<file path="config.mk">
export PLATFORM = sky130hd
export DESIGN_NAME = mdu_ctrl
export DESIGN_NICKNAME = d
export VERILOG_FILES = /design/src/rtl/mdu_ctrl.sv
export SDC_FILE = /design/constraint.sdc
export NUM_CORES = 1
export LEC_CHECK = 0
export BUFFER_PORTS_ARGS = -buffer_cell sky130_fd_sc_hd__buf_2
export CORE_AREA = 2 2 193 195
export CTS_CLUSTER_SIZE = 25
export DETAILED_ROUTE_END_ITERATION = 6
export DIE_AREA = 0 0 195 197
export PLACE_DENSITY = 0.59
export SLEW_MARGIN = 20
export SYNTH_ARGS = -nofsm -noshare
export SYNTH_HDL_FRONTEND = slang
export SYNTH_SLANG_ARGS = --single-unit
</file>
<file path="constraint.sdc">
create_clock -name clk -period 7.9 [get_ports clk]
set_input_delay 1.58 -clock clk [delete_from_list [all_inputs] [get_ports clk]]
set_output_delay 1.58 -clock clk [all_outputs]
set_load 0.005 [all_outputs]
</file>
<file path="src/rtl/mdu_ctrl.sv">
// Iterative multiply/divide unit controller with architectural HI/LO.
// Multiplication uses radix-2 shift-add. Division uses restoring
// shift-subtract. Both run on operand magnitudes, and the sign is fixed up
// in a single FIX cycle.
// Handshake: start is accepted only in IDLE. busy covers RUN and FIX.
// done pulses for one cycle after HI/LO are written. flush cancels the
// operation in flight and takes priority over start.
module mdu_ctrl #(
    parameter int WIDTH = 32
) (
    input  logic             clk,
    input  logic             rst_n,
    input  logic             start,
    input  logic [2:0]       op,
    input  logic [WIDTH-1:0] a,
    input  logic [WIDTH-1:0] b,
    input  logic             flush,
    input  logic             rd_req,
    output logic             busy,
    output logic             done,
    output logic             stall,
    output logic [WIDTH-1:0] hi,
    output logic [WIDTH-1:0] lo,
    output logic             dz,
    output logic [1:0]       fsm_state
);

    localparam int CW = $clog2(WIDTH);

    typedef enum logic [1:0] {
        IDLE = 2'd0,
        RUN  = 2'd1,
        FIX  = 2'd2
    } state_t;

    state_t state, state_next;

    logic [CW-1:0]      cnt;
    logic               div_op;
    logic               neg_q;     // quotient/product must be negated
    logic               neg_r;     // remainder takes the dividend's sign
    logic               b_zero;
    logic [WIDTH-1:0]   mcand;     // multiplicand or divisor magnitude
    logic [WIDTH-1:0]   acc_hi;    // partial product high / remainder
    logic [WIDTH-1:0]   acc_lo;    // multiplier / dividend-quotient

    logic               op_signed;
    logic [WIDTH-1:0]   a_abs, b_abs;
    logic [WIDTH:0]     mul_sum, div_shift, div_diff;
    logic               div_ge;
    logic [2*WIDTH-1:0] prod_raw, prod_fix;
    logic [WIDTH-1:0]   quo_fix, rem_fix;
    logic               last;
    logic               accept;

    assign busy      = (state != IDLE);
    assign stall     = rd_req & busy;
    assign fsm_state = state;
    assign last      = (cnt == CW'(WIDTH - 1));
    assign accept    = start & ~flush;

    // Operand magnitudes and one datapath step for each algorithm
    always_comb begin
        op_signed = ~op[0];
        a_abs     = (op_signed && a[WIDTH-1]) ? (~a + WIDTH'(1)) : a;
        b_abs     = (op_signed && b[WIDTH-1]) ? (~b + WIDTH'(1)) : b;
        mul_sum   = {1'b0, acc_hi} + (acc_lo[0] ? {1'b0, mcand} : '0);
        div_shift = {acc_hi, acc_lo[WIDTH-1]};
        div_diff  = div_shift - {1'b0, mcand};
        div_ge    = (div_shift >= {1'b0, mcand});
        prod_raw  = {acc_hi, acc_lo};
        prod_fix  = neg_q ? (~prod_raw + (2*WIDTH)'(1)) : prod_raw;
        quo_fix   = neg_q ? (~acc_lo + WIDTH'(1)) : acc_lo;
        rem_fix   = neg_r ? (~acc_hi + WIDTH'(1)) : acc_hi;
    end

    // Next-state logic; flush wins over everything
    always_comb begin
        state_next = state;
        case (state)
            IDLE: if (accept && !op[2]) state_next = RUN;
            RUN: begin
                if (flush)     state_next = IDLE;
                else if (last) state_next = FIX;
            end
            FIX:     state_next = IDLE;
            default: state_next = IDLE;
        endcase
    end

    // State register
    always_ff @(posedge clk or negedge rst_n) begin
        if (!rst_n) state <= IDLE;
        else        state <= state_next;
    end

    // Datapath, HI/LO, dz and done
    always_ff @(posedge clk or negedge rst_n) begin
        if (!rst_n) begin
            cnt    <= '0;
            div_op <= 1'b0;
            neg_q  <= 1'b0;
            neg_r  <= 1'b0;
            b_zero <= 1'b0;
            mcand  <= '0;
            acc_hi <= '0;
            acc_lo <= '0;
            hi     <= '0;
            lo     <= '0;
            dz     <= 1'b0;
            done   <= 1'b0;
        end else begin
            done <= 1'b0;
            case (state)
                IDLE: begin
                    if (accept) begin
                        case (op)
                            3'b000, 3'b001, 3'b010, 3'b011: begin
                                cnt    <= '0;
                                div_op <= op[1];
                                neg_q  <= op_signed & (a[WIDTH-1] ^ b[WIDTH-1]);
                                neg_r  <= op_signed & a[WIDTH-1];
                                b_zero <= (b == '0);
                                acc_hi <= '0;
                                acc_lo <= op[1] ? a_abs : b_abs;
                                mcand  <= op[1] ? b_abs : a_abs;
                            end
                            3'b100:  hi <= a;
                            3'b101:  lo <= a;
                            default: ;
                        endcase
                    end
                end
                RUN: begin
                    if (!flush) begin
                        cnt <= cnt + CW'(1);
                        if (div_op) begin
                            acc_hi <= div_ge ? div_diff[WIDTH-1:0] : div_shift[WIDTH-1:0];
                            acc_lo <= {acc_lo[WIDTH-2:0], div_ge};
                        end else begin
                            acc_hi <= mul_sum[WIDTH:1];
                            acc_lo <= {mul_sum[0], acc_lo[WIDTH-1:1]};
                        end
                    end
                end
                FIX: begin
                    if (!flush) begin
                        done <= 1'b1;
                        if (div_op) begin
                            // Divide by zero: the restoring loop leaves |a| in
                            // the remainder, so rem_fix already equals a.
                            lo <= b_zero ? '1 : quo_fix;
                            hi <= rem_fix;
                            dz <= b_zero;
                        end else begin
                            hi <= prod_fix[2*WIDTH-1:WIDTH];
                            lo <= prod_fix[WIDTH-1:0];
                        end
                    end
                end
                default: ;
            endcase
        end
    end

endmodule

</file>
# Yosys cells after proc, flatten, opt, wreduce, memory -nomap -nowiden
# Index checks and enable logic that the tools add are counted.
# Widths: inputs -> output; s select.
dict set report totals {
  reg_bits 173
  inputBits 72
  output_inout_bits 70
}
dict set report classes {
  order_cmp 1
  n_addsub 8
  reduce_logical 17
  n_bitwise 12
  n_mux 40
  n_eq_ne 16
}
# op n
set ops {}
lappend ops {{$mux 32} 25}
lappend ops {{$pmux 32 s2} 4}
lappend ops {{$add 32x1->32 const B} 4}
lappend ops {{$not 32->32} 4}
lappend ops {{$add 64x1->64 const B} 1}
lappend ops {{$mux 64} 1}
lappend ops {{$not 64->64} 1}
lappend ops {{$add 32x32->33} 1}
lappend ops {{$ge 33x32->1} 1}
lappend ops {{$logic_not 32->1} 1}
lappend ops {{$sub 32x32->32} 1}
lappend ops {{$mux 5} 3}
lappend ops {{$reduce_and 4->1} 3}
lappend ops {{$pmux 5 s2} 1}
lappend ops {{$ne 2x2->1 const B} 4}
lappend ops {{$eq 3x2->1 const B} 2}
lappend ops {{$eq 3x3->1 const B} 2}
lappend ops {{$mux 2} 3}
lappend ops {{$ne 2x1->1 const B} 3}
lappend ops {{$reduce_and 3->1} 2}
lappend ops {{$reduce_bool 2->1} 3}
lappend ops {{$add 5x1->5 const B} 1}
lappend ops {{$eq 5x5->1 const B} 1}
lappend ops {{$and 1x1->1} 4}
lappend ops {{other kinds (14)} 18}

# Longest topological paths before layout
# Gate-level depths: netlist (run 1).
dict set report depth {
  depth_word 7
  depth_mapped 14
}

# Least setup slack after synthesis (run 1)
# No wires, ideal clock.
dict set report synth_timing {
  kind {input to register}
  start {in b[6]}
  end {reg acc_lo[20]}
  required_ns 7.776
  slack_ns 4.109
  arrival_ns 3.667
  n_path_buf 0
  cell_stages 8
  path_cell_list {or4_1 -> or4_1 -> nor3_2 -> nand2_1 -> o21ai_0 -> xor2_1 -> a21oi_1 -> a211o_1}
}
dict set report synth_via {
  elab_chain_len 7
}
# item line_no
set synth_rtl {}
lappend synth_rtl {{start, declared} 16} ;# input logic [WIDTH-1:0] b,
lappend synth_rtl {{$not 32->32} 66} ;# b_abs = (op_signed && b[WIDTH-1]) ? (~b + WIDTH'(1)) : b;
lappend synth_rtl {{$add 32x1->32} 66}
lappend synth_rtl {{$mux 32} 66}
lappend synth_rtl {{$mux 32} 125} ;# acc_lo <= op[1] ? a_abs : b_abs;
lappend synth_rtl {{$mux 32} 117} ;# case (op)
lappend synth_rtl {{$mux 32} 116} ;# if (accept) begin
lappend synth_rtl {{$pmux 32 s2} 114} ;# case (state)
lappend synth_rtl {{end signal, assigned} 125}
lappend synth_rtl {{end signal, assigned} 139} ;# acc_lo <= {acc_lo[WIDTH-2:0], div_ge};
lappend synth_rtl {{end signal, assigned} 142} ;# acc_lo <= {mul_sum[0], acc_lo[WIDTH-1:1]};
lappend synth_rtl {{end, declared} 45} ;# logic [WIDTH-1:0] acc_lo;
# No other way between the ends. The select of a mux whose other input is x is not followed.
# A chain may end at the register's enable or synchronous reset.

# Worst setup path after layout (run 1)
dict set report layout_timing {
  start {reg acc_hi[13]}
  end {reg acc_lo[0]}
}
dict set report layout_via {
  elab_chain_len 4
}
# item line_no
set layout_rtl {}
lappend layout_rtl {{start, declared} 44} ;# logic [WIDTH-1:0] acc_hi;
lappend layout_rtl {{start signal, assigned} 138} ;# acc_hi <= div_ge ? div_diff[WIDTH-1:0] : div_shift[WIDTH-1:0];
lappend layout_rtl {{start signal, assigned} 141} ;# acc_hi <= mul_sum[WIDTH:1];
lappend layout_rtl {{$ge 33x32->1} 70} ;# div_ge = (div_shift >= {1'b0, mcand});
lappend layout_rtl {{$mux 32} 137} ;# if (div_op) begin
lappend layout_rtl {{$mux 32} 135} ;# if (!flush) begin
lappend layout_rtl {{$pmux 32 s2} 114}
# No other way between the ends. The select of a mux whose other input is x is not followed.

==> results of run 1 <==
-- flip-flops by register name, indices dropped and copies added, names as in the netlist --
name and flops:
acc_hi 32, acc_lo 32, b_zero 1, cnt 5
div_op 1, done 1, dz 1, fsm_state 2
hi 32, lo 32, mcand 32, neg_q 1
neg_r 1
-- stage by stage --
step	cell area, sq um	power, mW
after CTS	16600	6.462
after global placement	16070	5.609
after floorplan	15060	4.438
after global routing	16600	7.037
after detailed placement	16070	5.637
final	16610	6.531
-- report_power, final --
part	internal (mW)	total [mW]	switching [mW]
Clock	0.412	0.819	0.406
Combinational	1.56	3.99	2.43
Sequential	1.19	1.73	0.531
Total	3.16	6.53	3.37
-- cell type report --
cell class	instances	area (sq um)	area share
Multi-Input combinational cell	1615	10080	0.6069
Clock inverter	12	90.09	0.005425
Antenna cell	1	2.502	0.0001507
Inverter	57	214.0	0.01288
Clock buffer	19	442.9	0.02667
Timing Repair Buffer	161	862.1	0.05191
Tap cell	468	585.6	0.03526
Sequential cell	173	4332	0.2608
-- cell families (layout without fill, tap and decap cells) --
family	count (synthesis)	after routing	synth area share
other	0	1	0
adders and majority gates	72	72	0.06080
muxes	55	55	0.03704
DFF	173	173	0.2874
AOI/OAI and AO/OA	650	650	0.2601
and+or+nand+nor	667	667	0.2086
buffers and inverters	184	249	0.04676
xor gates and xnor gates	171	171	0.09942
-- placed cells by master, fill, tap and decap left out, types with 4 or more instances in the layout --
| cell type | n |
|---|---|
| a2111oi_0 | 6 |
| a211oi_1 | 19 |
| a21o_1 | 23 |
| a21oi_1 | 179 |
| a22oi_1 | 14 |
| a31oi_1 | 13 |
| and2_1 | 8 |
| and3_1 | 12 |
| buf_2 | 140 |
| buf_4 | 20 |
| clkbuf_16 | 17 |
| dfrtp_1 | 171 |
| ha_1 | 70 |
| inv_1 | 56 |
| mux2_2 | 6 |
| mux2i_1 | 49 |
| nand2_1 | 241 |
| nand2b_1 | 27 |
| nand3_1 | 40 |
| nand4_1 | 10 |
| nor2_1 | 187 |
| nor2b_1 | 16 |
| nor3_1 | 38 |
| nor4_1 | 22 |
| nor4b_1 | 4 |
| o211ai_1 | 34 |
| o21a_1 | 10 |
| o21ai_0 | 217 |
| o21ai_1 | 16 |
| o21bai_1 | 6 |
| o221ai_1 | 12 |
| o22ai_1 | 28 |
| o31ai_1 | 25 |
| o41ai_1 | 11 |
| or2_2 | 5 |
| or3_1 | 16 |
| or4_1 | 10 |
| or4_4 | 4 |
| xnor2_1 | 92 |
| xor2_1 | 79 |
-- synth_stat cells, drive strengths merged (13+ instances only) --
cell type    n  area, sq um
nand3       40        200.2
nor3        39        200.2
ha          70        875.8
or4         14        120.1
a21oi      179        895.9
o21ai      236         1181
clkbuf     106        397.9
nor2b       17        106.4
a211oi      19        142.6
nor4        26        214.0
nor2       190        715.7
buf         21        92.59
mux2i       49        490.5
xor2        79        691.9
a21o        23        172.7
o41ai       14        145.1
a31oi       13        81.33
inv         56        210.2
or3         16        100.1
nand2      243        914.6
dfrtp      173         4329
o31ai       26        200.2
nand2b      27        168.9
a22oi       14        105.1
xnor2       92        805.8
o211ai      34        255.2
o22ai       29        187.7
-- critical path, cell delays in order, from the launching register on --
cell	delay, ns
dfrtp_1	0.69
ha_1	0.42
and3_1	0.27
nand4_1	0.14
a2111oi_0	0.08
or2_2	0.34
nor3_1	0.52
o31a_2	0.60
buf_4	0.46
a211oi_1	0.14
a211oi_1	0.34
a21oi_1	0.07
-- worst paths after layout --
kind | start | end | slack, ns | cells after the start
setup / recovery | acc_hi[13]$_DFFE_PN0P_ | acc_lo[0]$_DFFE_PN0P_ | 3.70 | 11
hold / removal | lo[19]$_DFFE_PN0P_ | lo[19]$_DFFE_PN0P_ | 0.47 | 2
setup reg to reg | acc_hi[13]$_DFFE_PN0P_ | acc_lo[0]$_DFFE_PN0P_ | 3.70 | 11
hold reg to reg | lo[19]$_DFFE_PN0P_ | lo[19]$_DFFE_PN0P_ | 0.47 | 2
max in group asynchronous | rst_n | div_op$_DFFE_PN0P_ | 5.50 | 2
min in group asynchronous | rst_n | lo[3]$_DFFE_PN0P_ | 1.04 | 1
-- layer usage --
| metal | vias up | global-route usage |
|---|---|---|
| li1 | 7183 | - |
| met1 | 7380 | 0.4213 |
| met2 | 654 | 0.4676 |
| met3 | 71 | 0.04586 |
| met4 | 0 | 0.1142 |
| met5 | - | 0 |
==> flow_metrics.tcl, run 1 <==
set metrics [dict create \
    detail-route-antenna-nets 0 \
    cts_tree "done" \
    cts-hold-fix-buffers 0 \
    dpl.cell_count 2474 \
    tightest_slew_ns 1.095 \
    post_drt_wl_per_cell_um 22.98 \
    synth_edf_count 0 \
    cts.path.max_buffers 2 \
    async_reset_ff_frac 1.000 \
    grt_usage 0.3007 \
    grt_first_pass_wirelength_um 88110 \
    final_cells 2506 \
    setup_viol 0 \
    cts_buffers 17 \
    grt_pass1_vias 14387 \
    routed_wirelength_um 57580 \
    ir_worst_vdd_v 0.0002595 \
    routed.top_layer "met4" \
    clk_pin_slew_ns 0.07 \
    port_buffers 141 \
    clk_latency_ns 0.45 \
    fmax_mhz 238.2 \
    ys.flop_type "dfrtp_1" \
    min_period_over_period 0.5315 \
    drv_cap 0 \
    htree_levels 4 \
    drtPass1Iterations 5 \
    drive_gt1_frac 0.1144 \
    synthCells 1972 \
    pwr_density_cell_mw_per_mm2 393.2 \
    dp_slack_ns 3.484 \
    die_w_um 195 \
    met3_wirelength_um 4166 \
    synthesis.nets 2116 \
    slew_headroom 0.2683 \
    synth_area_sq_mm 0.01506 \
    clock_skew_ns 0.01540 \
    status "completed" \
    root_buffer "clkbuf_16" \
    fin_nets 2169 \
    crit_type "flip-flop to flip-flop" \
    met2_length_um 25210 \
    post-route-drc-count 0 \
    place_congestion 1.001 \
    rsz0062_at_grt "false" \
    rows 70 \
    viasPerCell 6.101 \
    die_y_um 197 \
    boundaryPins 142 \
    start_util 0.4155 \
    synth_cell_types 78 \
    grt_max_degree 71 \
    yosysSeqAreaShare 0.2874 \
    ys_ff_latch 173 \
    start_kind "flip-flop" \
    cts_resized 0 \
    holdWs_ns 0.4722 \
    cp_max_fo 30 \
    fill_cells 3701 \
    antenna_found_initial 0 \
    slew_viol_final 0 \
    coreArea_sq_mm 0.03626 \
    hp-class "flip-flop to flip-flop" \
    timing.setup.tns_ns 0 \
    dieArea_sq_mm 0.03842 \
    vias 15288 \
    fin_util 0.4580 \
    clock_sinks 173 \
    hold_viol_final 0 \
    period_minus_slack_ns 4.199 \
    synth_warnings 0 \
    crit_path_end_kind "flip-flop" \
    fin_ws_ns 3.701 \
    wl_met1_um 26300 \
    critPathRequiredTime_ns 8.22 \
    post_cts_buffers 0 \
    syn_to_final_growth_pct 10.24 \
    overflow 0 \
    p_leak_nw 7.250 \
    cp.arrival_ns 4.52 \
    first_iter_violations 1594 \
    dp_hpwl_um 44550 \
    syn_area_per_cell_sq_um 7.639 \
]
Power figures use the tool's default switching activity.
==> run 2, diff against run 1 <==
- ABC_AREA: default -> 1
- CORE_AREA: 2 2 193 195 -> 2 2 210 212
- DIE_AREA: 0 0 195 197 -> 0 0 212 214
- PLACE_DENSITY: 0.59 -> 0.61
- clock period: 7.9 -> 3.4 ns (I/O delays scaled with it)
==> run 2 against run 1 <==
  * The run now ends with DRC left
  * Global-route usage is 8.8 points higher
  * Core utilization is 0.97 points higher
  * Sequential cell count stayed put
  * Fmax is 47% higher
  * Critical path type unchanged
==> flow_metrics.tcl, run 2 <==
set metrics [dict create \
    period_minus_slack_ns 2.856 \
    detail-route-antenna-nets 0 \
    async_reset_ff_frac 1.000 \
    drive_gt1_frac 0.08568 \
    htree_levels 4 \
    n_antenna_cell 0 \
    synthesis.nets 3245 \
    ff_latch_area_sq_mm 0.004330 \
    syn_area_per_cell_sq_um 5.776 \
    final_common_cell "nand2_1" \
    routed_wirelength_um 88130 \
    setup_viol 0 \
    critPathRequiredTime_ns 3.76 \
    globalRouteMet1Util 0.5399 \
    grt_use_met3 0.06568 \
    grt_usage 0.3885 \
    ys.flop_type "dfrtp_1" \
    antenna_found_initial 1 \
    p_leak_nw 10.24 \
    cp_max_fo 32 \
    ir_worst_vdd_v 0.0004263 \
    fin_util 0.4677 \
    dieArea_sq_mm 0.04537 \
    place_congestion 1.019 \
    vias 21891 \
    cts_buffers 17 \
    use_met2 0.5833 \
    port_buffers 141 \
    crit_type "flip-flop to flip-flop" \
    clock_sinks 173 \
    coreArea_sq_mm 0.04289 \
    fill_cells 4691 \
    hp-class "input pin to asynchronous set/reset pin" \
    cts-hold-fix-buffers 0 \
    clock_skew_ns 0.01117 \
    grt_pass1_vias 20285 \
    cts.path.max_buffers 2 \
    post_cts_buffers 0 \
    ys_ff_latch 173 \
    slew_viol_final 0 \
    yosysSeqAreaShare 0.2417 \
    grt_busiest_layer "met2" \
    drv_cap 0 \
    status "finished with violations" \
    grt_max_degree 88 \
    crit_path_end_kind "flip-flop" \
    synthCells 3101 \
    start_kind "flip-flop" \
    yosys.area.top_type "dfrtp_1" \
    die_y_um 214 \
    overflow 0 \
    post-route-drc-count 1 \
    clk_latency_ns 0.48 \
    multi_input_area_sq_mm 0.01172 \
    synth.top_cell.area_share 0.2417 \
    die_w_um 212 \
    cp.arrival_ns 3.22 \
    syn_to_final_growth_pct 11.97 \
    cts_resized 0 \
    synth_cell_types 48 \
    synth_edf_count 0 \
    mostFrequentLayoutCells "nand2_1 (890), nor2_1 (490), inv_1 (362)" \
    pwr_density_cell_mw_per_mm2 808.8 \
    violations "DRC" \
    post_drt_wl_per_cell_um 23.08 \
    tightest_slew_ns 1.018 \
    netlist_top_cells_count "nand2_1 (890), nor2_1 (492), inv_1 (363), nand3_1 (301), a21oi_1 (221)" \
    rows 76 \
    hold_viol_final 0 \
    slew_headroom 0.3216 \
    viasPerCell 5.734 \
    start_util 0.4177 \
    clk_pin_slew_ns 0.08 \
    rsz0062_at_grt "false" \
    min_period_over_period 0.8400 \
    timing.setup.tns_ns 0 \
    dp_hpwl_um 71800 \
    first_iter_violations 2710 \
    boundaryPins 142 \
    yosysMostFrequentCell "nand2_1" \
    drtPass1Iterations 7 \
    fin_nets 3364 \
    fmax_mhz 350.1 \
    grt_first_pass_wirelength_um 130200 \
    synth_warnings 0 \
    root_buffer "clkbuf_16" \
    synth_area_sq_mm 0.01791 \
    cts_tree "done" \
    synth_area_leaders "dfrtp_1 (24%), nand2_1 (19%), nor2_1 (10%), nand3_1 (8.4%), inv_1 (7.6%)" \
]
run 2: area by class of cell:
class	instances	share of cell area
Timing Repair Buffer	204	0.06220
Clock inverter	13	0.008796
Clock buffer	19	0.02208
Multi-Input combinational cell	2450	0.5844
Inverter	374	0.07012
Sequential cell	173	0.2159
Tap cell	585	0.03649
run 2: stage by stage:
step / setup WS, ns / instance area [sq um] / total power, mW / hold WS, ns / instances
4_1_cts: 0.5477 / 20060 / 15.90 / 0.2717 / 3818
3_3_place_gp: 0.2829 / 19440 / 13.67 / 0.4669 / 3786
5_1_grt: 0.3665 / 20060 / 17.44 / 0.2826 / 3818
3_5_place_dp: 0.2675 / 19440 / 13.68 / 0.4756 / 3786
6_report: 0.5440 / 20060 / 16.22 / 0.2242 / 3818
2_1_floorplan: 0.8272 / 17910 / 10.04 / 0.3844 / 3101
run 2: logic make-up (layout without fill, tap and decap cells):
family	after synthesis	in the layout	share of synthesized area
buf+inv	478	610	0.1048
xor+xnor	59	59	0.02885
compound gates	519	519	0.1581
simple gates	1799	1799	0.4149
mux	1	1	0.0006286
fa+ha+maj	72	72	0.05113
flops	173	173	0.2417
run 2: worst max-delay path, stage by stage (launching register included):
cell and delay (ns):
dfrtp_1 0.41, buf_4 0.24, nand2_1 0.10, inv_1 0.05
ha_1 0.34, nand2_1 0.11, o21ai_1 0.36, nand2_1 0.12
nand2_1 0.13, nand2_1 0.06, nand2_1 0.13, nand2_1 0.10
nand3_1 0.09, nand2_1 0.05, nor2_1 0.24, nor2_1 0.08
nand2_1 0.08, nand2_1 0.05
run 2: path summary, 6_finish.rpt:
kind / endpoint / slack, ns / cells past startpoint / from
min reg2reg: lo[12]$_DFFE_PN0P_ / 0.49 / 2 / lo[12]$_DFFE_PN0P_
max: acc_hi[26]$_DFFE_PN0P_ / 0.54 / 17 / acc_lo[0]$_DFFE_PN0P_
max reg2reg: acc_hi[26]$_DFFE_PN0P_ / 0.54 / 17 / acc_lo[0]$_DFFE_PN0P_
min in group clk: lo[12]$_DFFE_PN0P_ / 0.49 / 2 / lo[12]$_DFFE_PN0P_
max in group asynchronous: hi[31]$_DFFE_PN0P_ / 2.38 / 2 / rst_n
min: cnt[4]$_DFFE_PN0P_ / 0.22 / 1 / rst_n
run 2: where the power goes:
group	leakage, nW	total [mW]	internal, mW	switching [mW]
registers	2.07	3.53	2.67	0.858
clock network	0.306	2.19	1.20	0.993
logic	7.87	10.5	3.22	7.28
total	10.2	16.2	7.09	9.13
run 2: metal layers:
metal  wire length, um  vias up
met4              4523        2
li1                  -    10284
met1             37290    10265
met3              8146      154
met5                13        -
met2             38150     1186
==> run 3, diff against run 2 <==
- clock period: 3.4 -> 2.3 ns (I/O delays scaled with it)
==> run 3 against run 2 <==
  * The flow finishes with violations (setup timing)
  * Combinational power increased by 120%
  * Total power increased by 95%
  * Highest routed layer unchanged
  * Core utilization increased by 12 points
  * Clock power increased by 37%
  * Die area unchanged
  * Clock skew increased by 0.0065 ns
  * Hold slack improved by 0.10 ns
  * Fmax increased by 15%
==> flow_metrics.tcl, run 3 (synthesis gave the netlist of run 2 again) <==
set metrics [dict create \
    slew_headroom 0.4597 \
    dieArea_sq_mm 0.04537 \
    syn_to_final_growth_pct 40.23 \
    boundaryPins 142 \
    critPathRequiredTime_ns 2.65 \
    cpPeakStageDelay_ns 0.43 \
    cp_max_fo 20 \
    htree_levels 4 \
    slew_viol_final 0 \
    overflow 0 \
    root_buffer "clkbuf_16" \
    cts.path.max_buffers 2 \
    hold_viol_final 0 \
    clk_pin_slew_ns 0.08 \
    holdWs_ns 0.3261 \
    first_iter_violations 2561 \
    grt_max_degree 88 \
    detail-route-antenna-nets 0 \
    final_common_cell "nand2_1" \
    routed_wirelength_um 93180 \
    slowest_stage "dfrtp_1" \
    cpMostUsedCell "nand2_1" \
    antenna_found_initial 2 \
    violations "setup timing" \
    start_kind "flip-flop" \
    fmax_mhz 402.3 \
    place_congestion 1.058 \
    clock_skew_ns 0.01766 \
    fin_util 0.5857 \
    fill_cells 4346 \
    cts_tree "done" \
    post-route-drc-count 0 \
    grt_first_pass_wirelength_um 135200 \
    post_drt_wl_per_cell_um 21.84 \
    drv_cap 0 \
    dp_hpwl_um 75340 \
    port_buffers 141 \
    die_w_um 212 \
    setup_viol 17 \
    rows 76 \
    pwr_density_cell_mw_per_mm2 1258 \
    p_leak_nw 12.49 \
    drive_gt1_frac 0.2840 \
    fin_nets 3812 \
    grt_usage 0.4013 \
    crit_path_end_kind "flip-flop" \
    hp-class "input pin to flip-flop" \
    min_period_over_period 1.081 \
    clk_latency_ns 0.48 \
    start_util 0.4177 \
    viasPerCell 5.608 \
    ir_worst_vdd_v 0.0007819 \
    tightest_slew_ns 0.8019 \
    vias 23924 \
    cp.arrival_ns 2.84 \
    rsz0062_at_grt "true" \
    grt_pass1_vias 22156 \
    fin_ws_ns -0.1860 \
    drtPass1Iterations 6 \
    die_y_um 214 \
    status "finished with violations" \
    clock_sinks 173 \
    coreArea_sq_mm 0.04289 \
    mostFrequentLayoutCells "nand2_1 (822), buf_4 (492), nor2_1 (426)" \
    cts_buffers 17 \
    worstPathCellList "buf_12 -> nand2_1 -> inv_2 -> ha_4 -> buf_4 -> nand2_4 -> nor2_1 -> nor2_2 -> nand2_2 -> nand2_1 -> nand2_2 -> nand2_1 -> nand3_1 -> nand2_1 -> nor2_2 -> nor2_1 -> nand2_1 -> nand2_2" \
    crit_type "flip-flop to flip-flop" \
    period_minus_slack_ns 2.486 \
]
## run 3: cell types whose count changed in the layout (fill, tap and decap cells not counted), moves of 41 or more
cell,before,now
nand2_2,3,61
nor2_2,10,52
ha_1,70,12
ha_4,0,54
a21oi_1,221,178
nand2_1,890,822
nor2_1,490,426
a21oi_2,2,43
buf_4,58,492
## run 3: path summary, 6_finish.rpt
check	cells after the start	startpoint	slack, ns	to
hold reg to reg	2	lo[16]$_DFFE_PN0P_	0.49	lo[16]$_DFFE_PN0P_
min in group asynchronous	2	rst_n	0.46	mcand[24]$_DFFE_PN0P_
max in group asynchronous	3	rst_n	1.10	hi[22]$_DFFE_PN0P_
setup reg to reg	18	acc_lo[0]$_DFFE_PN0P_	-0.19	acc_hi[26]$_DFFE_PN0P_
hold / removal	2	flush	0.33	done$_DFF_PN0_
setup / recovery	18	acc_lo[0]$_DFFE_PN0P_	-0.19	acc_hi[26]$_DFFE_PN0P_
## run 3: worst max-delay path, delay by kind of cell, from the launching register on
kind,cells,cell delay (ns)
simple gates,14,1.28
buf+inv,3,0.36
flops,1,0.43
fa+ha+maj,1,0.28
## run 3: power by group
group | internal [mW] | switching (mW)
Sequential | 3.96 | 1.02
Combinational | 9.94 | 13.7
Clock | 1.56 | 1.44
Total | 15.5 | 16.1
## run 3: cell type report
| cell class | count | area (sq um) | area share |
|---|---|---|---|
| multi-input combinational | 2451 | 13370 | 0.5321 |
| timing repair buffer | 651 | 4698 | 0.1870 |
| sequential | 173 | 4338 | 0.1727 |
| inverter | 374 | 1414 | 0.05629 |
| tap | 585 | 732.0 | 0.02914 |
| clock buffer | 20 | 456.7 | 0.01818 |
| clock inverter | 11 | 111.4 | 0.004433 |
| antenna | 1 | 2.502 | 0.00009962 |
## run 3: routing by layer
layer | GRT usage | part of all wire | vias up
met5 | 0 | 0.00033 | -
met4 | 0.2155 | 0.059 | 4
met3 | 0.1035 | 0.11 | 242
met2 | 0.5929 | 0.43 | 1293
met1 | 0.5340 | 0.41 | 11174
li1 | - | - | 11211
## run 3: through the flow
stage | setup TNS [ns] | instance area (sq um) | std cells | worst slack (ns) | power [mW]
floorplan | 0 | 17920 | 3101 | 0.01190 | 14.85
global placement | -4.275 | 22640 | 4204 | -0.3026 | 24.62
detailed placement | -4.669 | 22640 | 4204 | -0.3062 | 24.74
CTS | -0.4994 | 23920 | 4244 | -0.1078 | 28.81
global route | -4.184 | 25120 | 4265 | -0.2545 | 33.51
finish | -0.7679 | 25120 | 4266 | -0.1860 | 31.60
## run 3: what timing repair did
action	in CTS	in global routing
pin swaps	25	27
cloned	0	2
hold buffers	1	0
endpoints found under the hold margin	31	0
setup buffers	9	19
gates resized for setup	138	275
endpoints found under the setup margin	40	78
